<file path="src/rtl/popcount_thermo_expand_if.sv">
// Stream bundle for the thermometer expander: count in, 64-bit words out.
// Latency: none (wires only).
// Backpressure: valid/ready on both sides; the slave owns in_ready and out_valid.
interface popcount_thermo_expand_if #(
  parameter int CNT_WIDTH = 9
);
  logic                 in_valid;
  logic                 in_ready;
  logic [CNT_WIDTH-1:0] in_count;
  logic                 out_valid;
  logic                 out_ready;
  logic [63:0]          out_data;
  logic                 out_last;
  logic                 out_sat;

  // Expander side: consumes counts, produces words.
  modport slave (
    input  in_valid,
    input  in_count,
    input  out_ready,
    output in_ready,
    output out_valid,
    output out_data,
    output out_last,
    output out_sat
  );

  // Environment side: produces counts, consumes words.
  modport master (
    output in_valid,
    output in_count,
    output out_ready,
    input  in_ready,
    input  out_valid,
    input  out_data,
    input  out_last,
    input  out_sat
  );
endinterface

</file>
<file path="src/rtl/popcount_thermo_expand.sv">
// Expands a count into WORDS LSB-first thermometer words whose total popcount is min(count, WORDS*64).
// Latency: first word is valid 1 cycle after the count is accepted; then one word per cycle.
// Backpressure: words hold while out_ready is low; a new count is taken only on the last-word handshake or when idle.
module popcount_thermo_expand #(
  parameter int WORDS     = 4,
  parameter int CNT_WIDTH = 9
) (
  input logic                     clk,
  input logic                     rst,
  popcount_thermo_expand_if.slave bus
);

  localparam int                   IDX_W     = (WORDS > 1) ? $clog2(WORDS) : 1;
  localparam logic [IDX_W-1:0]     LAST_IDX  = IDX_W'(WORDS - 1);
  localparam logic [CNT_WIDTH-1:0] MAX_CNT   = CNT_WIDTH'(WORDS * 64);
  localparam logic [CNT_WIDTH-1:0] WORD_BITS = CNT_WIDTH'(64);

  typedef enum logic {
    IDLE = 1'b0,
    EMIT = 1'b1
  } state_t;

  state_t               state_q, state_d;
  logic [IDX_W-1:0]     idx_q, idx_d;
  logic [CNT_WIDTH-1:0] rem_q, rem_d;
  logic                 sat_q, sat_d;

  logic                 word_vld;
  logic                 word_last;
  logic                 take_count;
  logic                 take_word;
  logic                 cnt_over;

  // Thermometer of up to 64 set bits, filled from bit 0 upward.
  function automatic logic [63:0] thermo(input logic [CNT_WIDTH-1:0] n);
    logic [63:0] w;
    if (n >= WORD_BITS) begin
      w = '1;
    end else begin
      w = (64'd1 << n[5:0]) - 64'd1;
    end
    return w;
  endfunction

  assign word_vld   = (state_q == EMIT);
  assign word_last  = word_vld && (idx_q == LAST_IDX);
  // Idle, or the last word leaves this cycle: either way the next word slot is free.
  assign bus.in_ready = !word_vld || (bus.out_ready && word_last);
  assign take_count = bus.in_valid && bus.in_ready;
  assign take_word  = word_vld && bus.out_ready;
  assign cnt_over   = (bus.in_count > MAX_CNT);

  // Output word is a pure function of the registered remainder, so it is stable across stalls.
  assign bus.out_valid = word_vld;
  assign bus.out_data  = thermo(rem_q);
  assign bus.out_last  = word_last;
  assign bus.out_sat   = sat_q;

  // State register; reset drops any transaction in flight.
  always_ff @(posedge clk) begin
    if (rst) begin
      state_q <= IDLE;
      idx_q   <= '0;
      rem_q   <= '0;
      sat_q   <= 1'b0;
    end else begin
      state_q <= state_d;
      idx_q   <= idx_d;
      rem_q   <= rem_d;
      sat_q   <= sat_d;
    end
  end

  // Next state: a new count wins over word advance (they coincide only on the last word).
  always_comb begin
    state_d = state_q;
    idx_d   = idx_q;
    rem_d   = rem_q;
    sat_d   = sat_q;
    if (take_count) begin
      state_d = EMIT;
      idx_d   = '0;
      rem_d   = cnt_over ? MAX_CNT : bus.in_count;
      sat_d   = cnt_over;
    end else if (take_word) begin
      if (word_last) begin
        state_d = IDLE;
        idx_d   = '0;
        rem_d   = '0;
        sat_d   = 1'b0;
      end else begin
        idx_d = idx_q + IDX_W'(1);
        rem_d = (rem_q >= WORD_BITS) ? (rem_q - WORD_BITS) : '0;
      end
    end
  end

endmodule
</file>
<file path="src/flat_wrapper.sv">
// flat-port wrapper written by rule: the top's interface ports become plain ports
module popcount_thermo_expand_flat 
#(
  parameter int WORDS     = 4,
  parameter int CNT_WIDTH = 9
)
  (clk, rst, bus_in_valid, bus_in_count, bus_out_ready, bus_in_ready, bus_out_valid, bus_out_data, bus_out_last, bus_out_sat);
  popcount_thermo_expand_if #(.CNT_WIDTH(CNT_WIDTH)) bus_i ();
  input logic clk;
  input logic rst;
  input wire logic [$bits(bus_i.in_valid)-1:0] bus_in_valid;
  input wire logic [$bits(bus_i.in_count)-1:0] bus_in_count;
  input wire logic [$bits(bus_i.out_ready)-1:0] bus_out_ready;
  output wire logic [$bits(bus_i.in_ready)-1:0] bus_in_ready;
  output wire logic [$bits(bus_i.out_valid)-1:0] bus_out_valid;
  output wire logic [$bits(bus_i.out_data)-1:0] bus_out_data;
  output wire logic [$bits(bus_i.out_last)-1:0] bus_out_last;
  output wire logic [$bits(bus_i.out_sat)-1:0] bus_out_sat;
  assign bus_i.in_valid = bus_in_valid;
  assign bus_i.in_count = bus_in_count;
  assign bus_i.out_ready = bus_out_ready;
  assign bus_in_ready = bus_i.in_ready;
  assign bus_out_valid = bus_i.out_valid;
  assign bus_out_data = bus_i.out_data;
  assign bus_out_last = bus_i.out_last;
  assign bus_out_sat = bus_i.out_sat;
  popcount_thermo_expand #(.WORDS(WORDS), .CNT_WIDTH(CNT_WIDTH)) u_core (.clk(clk), .rst(rst), .bus(bus_i));
endmodule
</file>
<file path="config.mk">
export PLATFORM = sky130hd
export DESIGN_NAME = popcount_thermo_expand_flat
export DESIGN_NICKNAME = d
export VERILOG_FILES = /design/src/rtl/popcount_thermo_expand_if.sv /design/src/rtl/popcount_thermo_expand.sv /design/src/flat_wrapper.sv
export SDC_FILE = /design/constraint.sdc
export NUM_CORES = 1
export LEC_CHECK = 0
export ABC_CLOCK_PERIOD_IN_PS = 2600
export CAP_MARGIN = 10
export CORE_MARGIN = 3
export CORE_UTILIZATION = 40
export CTS_CLUSTER_SIZE = 12
export DETAILED_ROUTE_END_ITERATION = 16
export PLACE_DENSITY = 0.8
export SLEW_MARGIN = 20
export SYNTH_ARGS = -nofsm -noshare
export SYNTH_HDL_FRONTEND = slang
export SYNTH_SLANG_ARGS = --single-unit
</file>
<file path="constraint.sdc">
create_clock -name clk -period 2.6 [get_ports clk]
set_input_delay 0.26 -clock clk [delete_from_list [all_inputs] [get_ports clk]]
set_output_delay 0.26 -clock clk [all_outputs]
set_load 0.02 [all_outputs]
</file>
Word-level counts from Yosys, hierarchy flattened
Cells that the tools add are included.

Register bits: 13. Word-level logic and storage cells: 32.

Add/sub/neg operators: 3. Order comparisons: 2. Eq/ne operators: 1. Shift operators: 1. Multiplexer cells: 11. Reductions and logical operators: 10.

Operator list (number): two-way mux 64 bit (1); << shifter 1 x 6 -> 64 bit, first input constant (1); subtractor 64 x 1 -> 64 bit, second input constant (1); two-way mux 9 bit (5); >= comparator 9 x 7 -> 1 bit, second input constant (1); greater-than comparator 9 bit, second input constant (1); subtractor 9 x 7 -> 9 bit, second input constant (1); logical AND 1 bit (4); two-way mux 1 bit (4); nonzero test 2 bit (2); adder 2 x 1 -> 2 bit, second input constant (1); equality test 2 bit, second input constant (1); two-way mux 2 bit (1); AND reduction 2 bit (1); OR reduction 2 bit (1); logical NOT 1 bit (1); logical OR 1 bit (1).

Logic depth before layout (Yosys ltp)
Gate-level depths: netlist of the first run.

Depth in word-level cells: 7. Depth in mapped cells: 12.

Worst setup path after synthesis of the first run
Ideal clock, no wire load.

Kind: reg-to-output. Start: register u_core.rem_q[3]. End: output port bus_out_data[12]. Arrival: 2.686 ns. Path slack: -0.346 ns. Stages on the path, launching flop included: 11. Cells stage by stage: dfxtp_1 > buf_6 > or4_4 > buf_6 > buf_6 > nor2_1 > nand2_1 > ha_1 > or3_1 > o22a_1 > o21ai_0.

Longest elaborated chain between the ends: 3.

RTL lines: start, declared (RTL line popcount_thermo_expand.sv:25) `logic [CNT_WIDTH-1:0] rem_q, rem_d;`; start signal, assigned (RTL line popcount_thermo_expand.sv:69) `rem_q <= rem_d;`; << shifter 1 x 6 -> 64 bit (RTL line popcount_thermo_expand.sv:40) `w = (64'd1 << n[5:0]) - 64'd1;`; subtractor 64 x 1 -> 64 bit (RTL line popcount_thermo_expand.sv:40); two-way mux 64 bit (*) (RTL line popcount_thermo_expand.sv:37) `if (n >= WORD_BITS) begin`; end, declared (RTL line flat_wrapper.sv:16) `output wire logic [$bits(bus_i.out_data)-1:0] bus_out_data;`.

Mark *: on every way between the ends. The rest lies on a longest branch, timed or not.

Worst setup path after layout of the first run
Start: register u_core.rem_q[2]. End: output port bus_out_data[10].

Same word-level chain as after synthesis.

==> results of run 1 <==
[worst max path at each step]
stage	end	slack, ns	cells past startpoint	from
CTS	bus_out_data[10]	-0.03	8	u_core.rem_q[2]
floorplan	bus_out_data[10]	-0.14	10	u_core.rem_q[3]
global route	bus_out_data[4]	-0.12	9	u_core.rem_q[2]
detailed placement	bus_out_data[4]	-0.26	9	u_core.rem_q[2]
global placement	bus_out_data[10]	-0.20	8	u_core.rem_q[2]
finish	bus_out_data[10]	-0.01	8	u_core.rem_q[2]
[final cells by class]
class                           count  area (um2)
Clock inverter                      1        5.00
Timing Repair Buffer              120        1070
Inverter                           10        43.8
Multi-Input combinational cell    263        1720
Fill cell                         433        1630
Tap cell                           67        83.8
Sequential cell                    13         260
Clock buffer                        3        41.3
[power breakdown]
| group | internal [mW] | switching [mW] | leakage [nW] |
|---|---|---|---|
| clock network | 0.106 | 0.0736 | 0.0255 |
| logic | 0.699 | 0.977 | 1.29 |
| registers | 0.213 | 0.0135 | 0.107 |
| total | 1.02 | 1.06 | 1.42 |
[timing repair]
action / 4_1_cts / 5_1_grt
gates cloned: 0 / 1
hold buffers: 0 / 0
endpoints found under the setup margin: 47 / 58
buffers inserted: 1 / 5
pin swaps: 0 / 5
gates resized for setup: 97 / 65
[metal layers]
metal | vias to the layer above | share of wire [%] | track usage, % | wire (um)
met5 | - | 0 | 0 | 0
met4 | 0 | 0.96 | 6.82 | 74
met3 | 14 | 8.5 | 2.32 | 662
met2 | 156 | 48 | 40.5 | 3720
met1 | 1311 | 42 | 33.4 | 3290
li1 | 1351 | - | - | -
[kinds of logic (layout without fill, tap and decap cells)]
logic type      count (synthesis)  count (layout)
simple gates                  144             145
compound gates                 95              95
mux                             7               7
buf+inv                        43             134
fa+ha+maj                       4               4
flops                          13              13
xor+xnor                       12              12
[critical path, stage by stage, from the launching register on]
cell and delay (ns):
dfxtp_1 0.30, or4_4 0.55, nor2_4 0.11, nand2_2 0.08
ha_4 0.16, or3_4 0.38, o22a_1 0.20, o211ai_1 0.16
buf_4 0.17
[flip-flops by register name (all words and copies together) (netlist names)]
| name | cells |
|---|---|
| u_core.rem_q | 9 |
| u_core.bus.out_sat | 1 |
| u_core.idx_q | 2 |
| u_core.bus.out_valid | 1 |
[Yosys cell counts, drive strengths merged (2+ instances only)]
master	number
nand3	20
nor3b	2
xor2	8
or3	4
mux2i	7
a22o	6
o21ai	27
o22a	2
buf	13
nor4	3
a221oi	2
a21oi	12
xnor2	4
nor4b	2
a2111o	2
nand3b	4
nand2	54
o22ai	6
inv	9
nor2	17
and3	4
dfxtp	13
o211ai	12
ha	4
nand4	2
a211o	6
a31oi	10
nor2b	8
nand4b	3
nor3	8
clkbuf	20
nand2b	7
and2	2
o31ai	3
==> results.py, run 1 <==
metrics = {
    "run_status": {
        "outcome": "finished, violations left",
        "violations": "setup timing",
    },
    "placed_design": {
        "dp_hpwl_mm": 5.49,
        "dp.cells": 466,
        "place.gp.congestion": 0.888,
        "dpl_worst_slack_ns": -0.260,
        "portBuffers": 80,
        "place_area_um2": 3110,
    },
    "floorplan": {
        "rows": 25,
        "ios": 81,
        "die_y_um": 77.9,
        "fp.dieW_um": 77.9,
        "core-area_um2": 4850,
        "die-area_um2": 6070,
        "start_util_pct": 42.7,
    },
    "route": {
        "vias_per_cell": 5.94,
        "post_drt_wl_per_cell_um": 16.2,
        "wl_mm": 7.75,
        "remaining_drc_errors": 0,
        "route.vias.total": 2832,
        "initialDrtViolationCount": 340,
        "ant_nets": 0,
        "drt-pass1-iter-count": 5,
    },
    "hold_path": {
        "whs_path_depth": 2,
        "min_from": "u_core.idx_q[1]",
        "min_path_type": "flop to flop",
        "min_to": "u_core.idx_q[1]",
    },
    "synth": {
        "netlist_area_um2": 2070,
        "synth-xor-area-share_pct": 5.08,
        "synth_top_area_share_pct": 12.6,
        "yosys.cell_types.count": 54,
        "syn-num-nets": 335,
        "ys_top_cells_by_area": "dfxtp_1, nand2_1, o21ai_0",
        "synth_top_family_by_area": "simple AND/OR/NAND/NOR gates",
        "synth-compound-area-share_pct": 31.4,
        "yosysWarnings": 0,
        "synthAdderAreaFrac_pct": 2.42,
        "synth_edf_count": 0,
        "ys_seq_area_share_pct": 12.6,
        "synth-seq-cells": 13,
        "syn_avg_cell_area_um2": 6.50,
        "synth_cells": 318,
        "yosys.area_share.simple_pct": 36.0,
        "yosys.area.top_type": "dfxtp_1",
        "postSynth.asyncResetShare_pct": 0,
        "ys.flop_type": "dfxtp_1",
        "synthMuxAreaShare_pct": 3.39,
    },
    "timing": {
        "post-route-period-util_pct": 100,
        "timing.hold.ws_ns": 0.503,
        "relSlewSlack_pct": 53.1,
        "hold_viol": 0,
        "clock.fmax_mhz": 383,
        "skew_ns": 0.00189,
        "fin_setup_tns_ns": -0.0119,
        "finalSetupViolCount": 1,
        "rsz0062_at_grt": "true",
        "min_period_ns": 2.61,
        "setup_slack_ns": -0.0119,
        "slew_viol_final": 0,
        "tightest_slew_ns": 0.698,
    },
    "clocking": {
        "cts_tree": "yes",
        "cts-root-buf": "clkbuf_8",
        "clk_latency_ns": 0.24,
        "clk_pin_slew_ns": 0.06,
        "cts_max_level": 1,
        "clk_path_buf_depth": 2,
        "cts_buffers": 3,
        "cts_num_sinks": 13,
    },
    "power": {
        "leakage_nw": 1.42,
        "peakVddDrop_uv": 439,
        "cellPowerDensity_nw_per_um2": 647,
        "totalPowerFinal_mw": 2.08,
    },
    "global_route": {
        "grt_pass1_wl_mm": 12.5,
        "grt_util_all_layers_pct": 24.4,
        "grt_max_degree": 33,
        "gr-total-overflow": 0,
        "grt_pass1_vias": 2638,
        "antenna_found_initial": 0,
    },
    "critical_path": {
        "required_ns": 2.34,
        "r2r_slack_ns": 0.58,
        "worstPathMaxFanout": 3,
        "r2r-start": "u_core.rem_q[2]",
        "crit_arrival_ns": 2.35,
        "critPathLaunchType": "flop",
        "worstSetupPathType": "flop to output pin",
        "rr_endpoint": "u_core.rem_q[5]",
        "r2r_cells": 7,
        "worst_setup_path_end_kind": "output pin",
    },
    "final_layout": {
        "nNetsFinal": 428,
        "post-route-util_pct": 66.4,
        "final_cells": 477,
        "final_cell_mix": "nand2_1, buf_4, clkdlybuf4s50_1",
        "final_common_cell": "nand2_1",
        "final_layout_size_suffix_gt1_share_pct": 23.2,
        "fin_area_um2": 3220,
        "area_growth_pct": 55.6,
        "n_antenna_cell": 0,
    },
    "flow_run": {
        "maxCapViolCount": 0,
    },
}
No activity file was read; power rests on OpenSTA's default activity.
==> run 2, diff against run 1 <==
--- a/config.mk
+++ b/config.mk
@@ -6,7 +6,6 @@
 export NUM_CORES = 1
 export LEC_CHECK = 0
 export ABC_CLOCK_PERIOD_IN_PS = 2600
-export CAP_MARGIN = 10
 export CORE_MARGIN = 3
 export CORE_UTILIZATION = 40
 export CTS_CLUSTER_SIZE = 12
==> results of run 2 <==
The final DEF is identical to that of run 1; final timing and power are the same.
==> run 3, diff against run 2 <==
--- a/config.mk
+++ b/config.mk
@@ -10,7 +10,7 @@
 export CORE_UTILIZATION = 40
 export CTS_CLUSTER_SIZE = 12
 export DETAILED_ROUTE_END_ITERATION = 16
-export PLACE_DENSITY = 0.8
+export PLACE_DENSITY_LB_ADDON = 0.08
 export SLEW_MARGIN = 20
 export SYNTH_ARGS = -nofsm -noshare
 export SYNTH_HDL_FRONTEND = slang
==> run 3 against run 2 <==
  * The run still ends with setup timing left
  * Die area stayed put
  * Clock-buffer cell count increased by 1
  * Via count fell by 2.4%
  * Critical path type unchanged
  * Largest power group unchanged
  * Highest routed layer unchanged
==> results.py, run 3 (synthesis results as in run 1) <==
metrics = {
    "critical_path": {
        "worst_setup_path_end_kind": "output pin",
        "r2r_slack_ns": 0.61,
        "worstPathMaxFanout": 3,
        "worstSetupPathType": "flop to output pin",
        "r2r-start": "u_core.rem_q[2]",
        "required_ns": 2.34,
        "rr_endpoint": "u_core.rem_q[5]",
        "cp-endpoint": "bus_out_data[10]",
        "r2r_cells": 7,
        "critPathLaunchType": "flop",
        "crit_arrival_ns": 2.38,
        "startpoint": "u_core.rem_q[2]",
    },
    "timing": {
        "setup_slack_ns": -0.0420,
        "relSlewSlack_pct": 51.7,
        "rsz0062_at_grt": "true",
        "min_period_ns": 2.64,
        "post-route-period-util_pct": 102,
        "timing.hold.ws_ns": 0.484,
        "skew_ns": 0.00435,
        "finalSetupViolCount": 2,
        "hold_viol": 0,
        "clock.fmax_mhz": 379,
        "slew_viol_final": 0,
        "tightest_slew_ns": 0.720,
    },
    "floorplan": {
        "die-area_um2": 6070,
        "core-area_um2": 4850,
        "ios": 81,
        "die_y_um": 77.9,
        "rows": 25,
        "start_util_pct": 42.7,
        "fp.dieW_um": 77.9,
    },
    "placed_design": {
        "place.gp.congestion": 0.916,
        "portBuffers": 80,
        "dpl_worst_slack_ns": -0.235,
        "dp_hpwl_mm": 5.33,
    },
    "route": {
        "route.vias.total": 2765,
        "drt-pass1-iter-count": 5,
        "vias_per_cell": 5.74,
        "initialDrtViolationCount": 186,
        "wl_mm": 7.71,
        "remaining_drc_errors": 0,
        "ant_nets": 0,
        "post_drt_wl_per_cell_um": 16.0,
    },
    "power": {
        "peakVddDrop_uv": 473,
        "totalPowerFinal_mw": 2.04,
        "cellPowerDensity_nw_per_um2": 641,
        "leakage_nw": 1.31,
    },
    "run_status": {
        "violations": "setup timing",
        "outcome": "finished, violations left",
    },
    "global_route": {
        "grt_util_all_layers_pct": 23.9,
        "antenna_found_initial": 0,
        "grt_pass1_wl_mm": 12.2,
        "grt_max_degree": 33,
        "gr-total-overflow": 0,
        "grt_pass1_vias": 2475,
    },
    "final_layout": {
        "largest-register": "u_core.rem_q",
        "top_regs": "u_core.rem_q x9, u_core.idx_q x2",
        "post-route-util_pct": 65.8,
        "final_cell_mix": "nand2_1, buf_4, dlygate4sd2_1",
        "nNetsFinal": 433,
        "final_layout_size_suffix_gt1_share_pct": 23.6,
        "area_growth_pct": 54.3,
        "n_antenna_cell": 0,
        "final_common_cell": "nand2_1",
        "largest_reg_flops": 9,
    },
    "flow_run": {
        "maxCapViolCount": 0,
    },
    "hold_path": {
        "min_path_type": "flop to flop",
    },
    "clocking": {
        "cts_hold_buf": 0,
        "cts_max_level": 1,
        "clk_latency_ns": 0.24,
        "cts_buffers": 3,
        "clk_pin_slew_ns": 0.06,
        "cts_tree": "yes",
        "cts-root-buf": "clkbuf_8",
        "cts_num_sinks": 13,
        "clk_path_buf_depth": 2,
    },
}
run 3: changes by cell type in the layout (fill, tap and decap cells not counted), sizes merged:
cell,before,now
clkdlybuf4s50,26,17
clkdlybuf4s15,0,9
dlygate4sd2,5,25
clkbuf,16,11
dlymetal6s2s,20,1
buf,56,66
clkinv,2,1
run 3: per-stage QoR:
stage | TNS (ns) | instance area [um2] | std cells
floorplan | -0.314 | 2100 | 318
global placement | -3.22 | 3140 | 467
detailed placement | -3.72 | 3140 | 467
CTS | -0.114 | 3140 | 478
global route | -0.655 | 3190 | 482
finish | -0.0431 | 3190 | 482
run 3: layout make-up:
type	count	area, um2
Clock buffer	4	45.0
Fill cell	466	1660
Inverter	10	45.0
Multi-Input combinational cell	263	1710
Sequential cell	13	262
Tap cell	67	83.8
Timing Repair Buffer	125	1050
run 3: timing repair:
item,CTS,global route
pin swaps,1,6
cloned,1,0
setup endpoints to repair,62,35
resized for setup,135,44
buffers inserted,6,4
run 3: worst min-delay path by stage:
stage,from,to,slack [ns],depth (start not counted)
after floorplan,bus_in_valid,u_core.idx_q[1],0.37,1
after global placement,u_core.idx_q[1],u_core.idx_q[1],0.47,2
after detailed placement,u_core.idx_q[1],u_core.idx_q[1],0.48,2
after CTS,u_core.idx_q[1],u_core.idx_q[1],0.49,2
after global routing,u_core.idx_q[1],u_core.idx_q[1],0.53,2
final,u_core.idx_q[1],u_core.idx_q[1],0.48,2
run 3: where the power goes:
group	switching, mW	internal, mW	leakage [nW]	total, mW
sequential	0.0153	0.213	0.107	0.228
clock	0.0717	0.108	0.0228	0.180
combinational	0.969	0.667	1.18	1.64
run 3: metal layers:
metal | routed length, um | global-route usage, % | vias to the layer above | share of wire [%]
li1 | - | - | 1356 | -
met1 | 3700 | 35.2 | 1286 | 48
met2 | 3380 | 37.0 | 116 | 44
met3 | 576 | 4.18 | 7 | 7.5
met4 | 58 | 2.97 | 0 | 0.75
met5 | 0 | 0 | - | 0
run 3: worst max-delay path, cell delays in order, from the launching register on:
cell and delay (ns):
dfxtp_1 0.31, or4_4 0.56, nor2_4 0.12, nand2_2 0.07
ha_4 0.16, or3_4 0.37, o22a_1 0.20, o211ai_1 0.18
buf_4 0.17
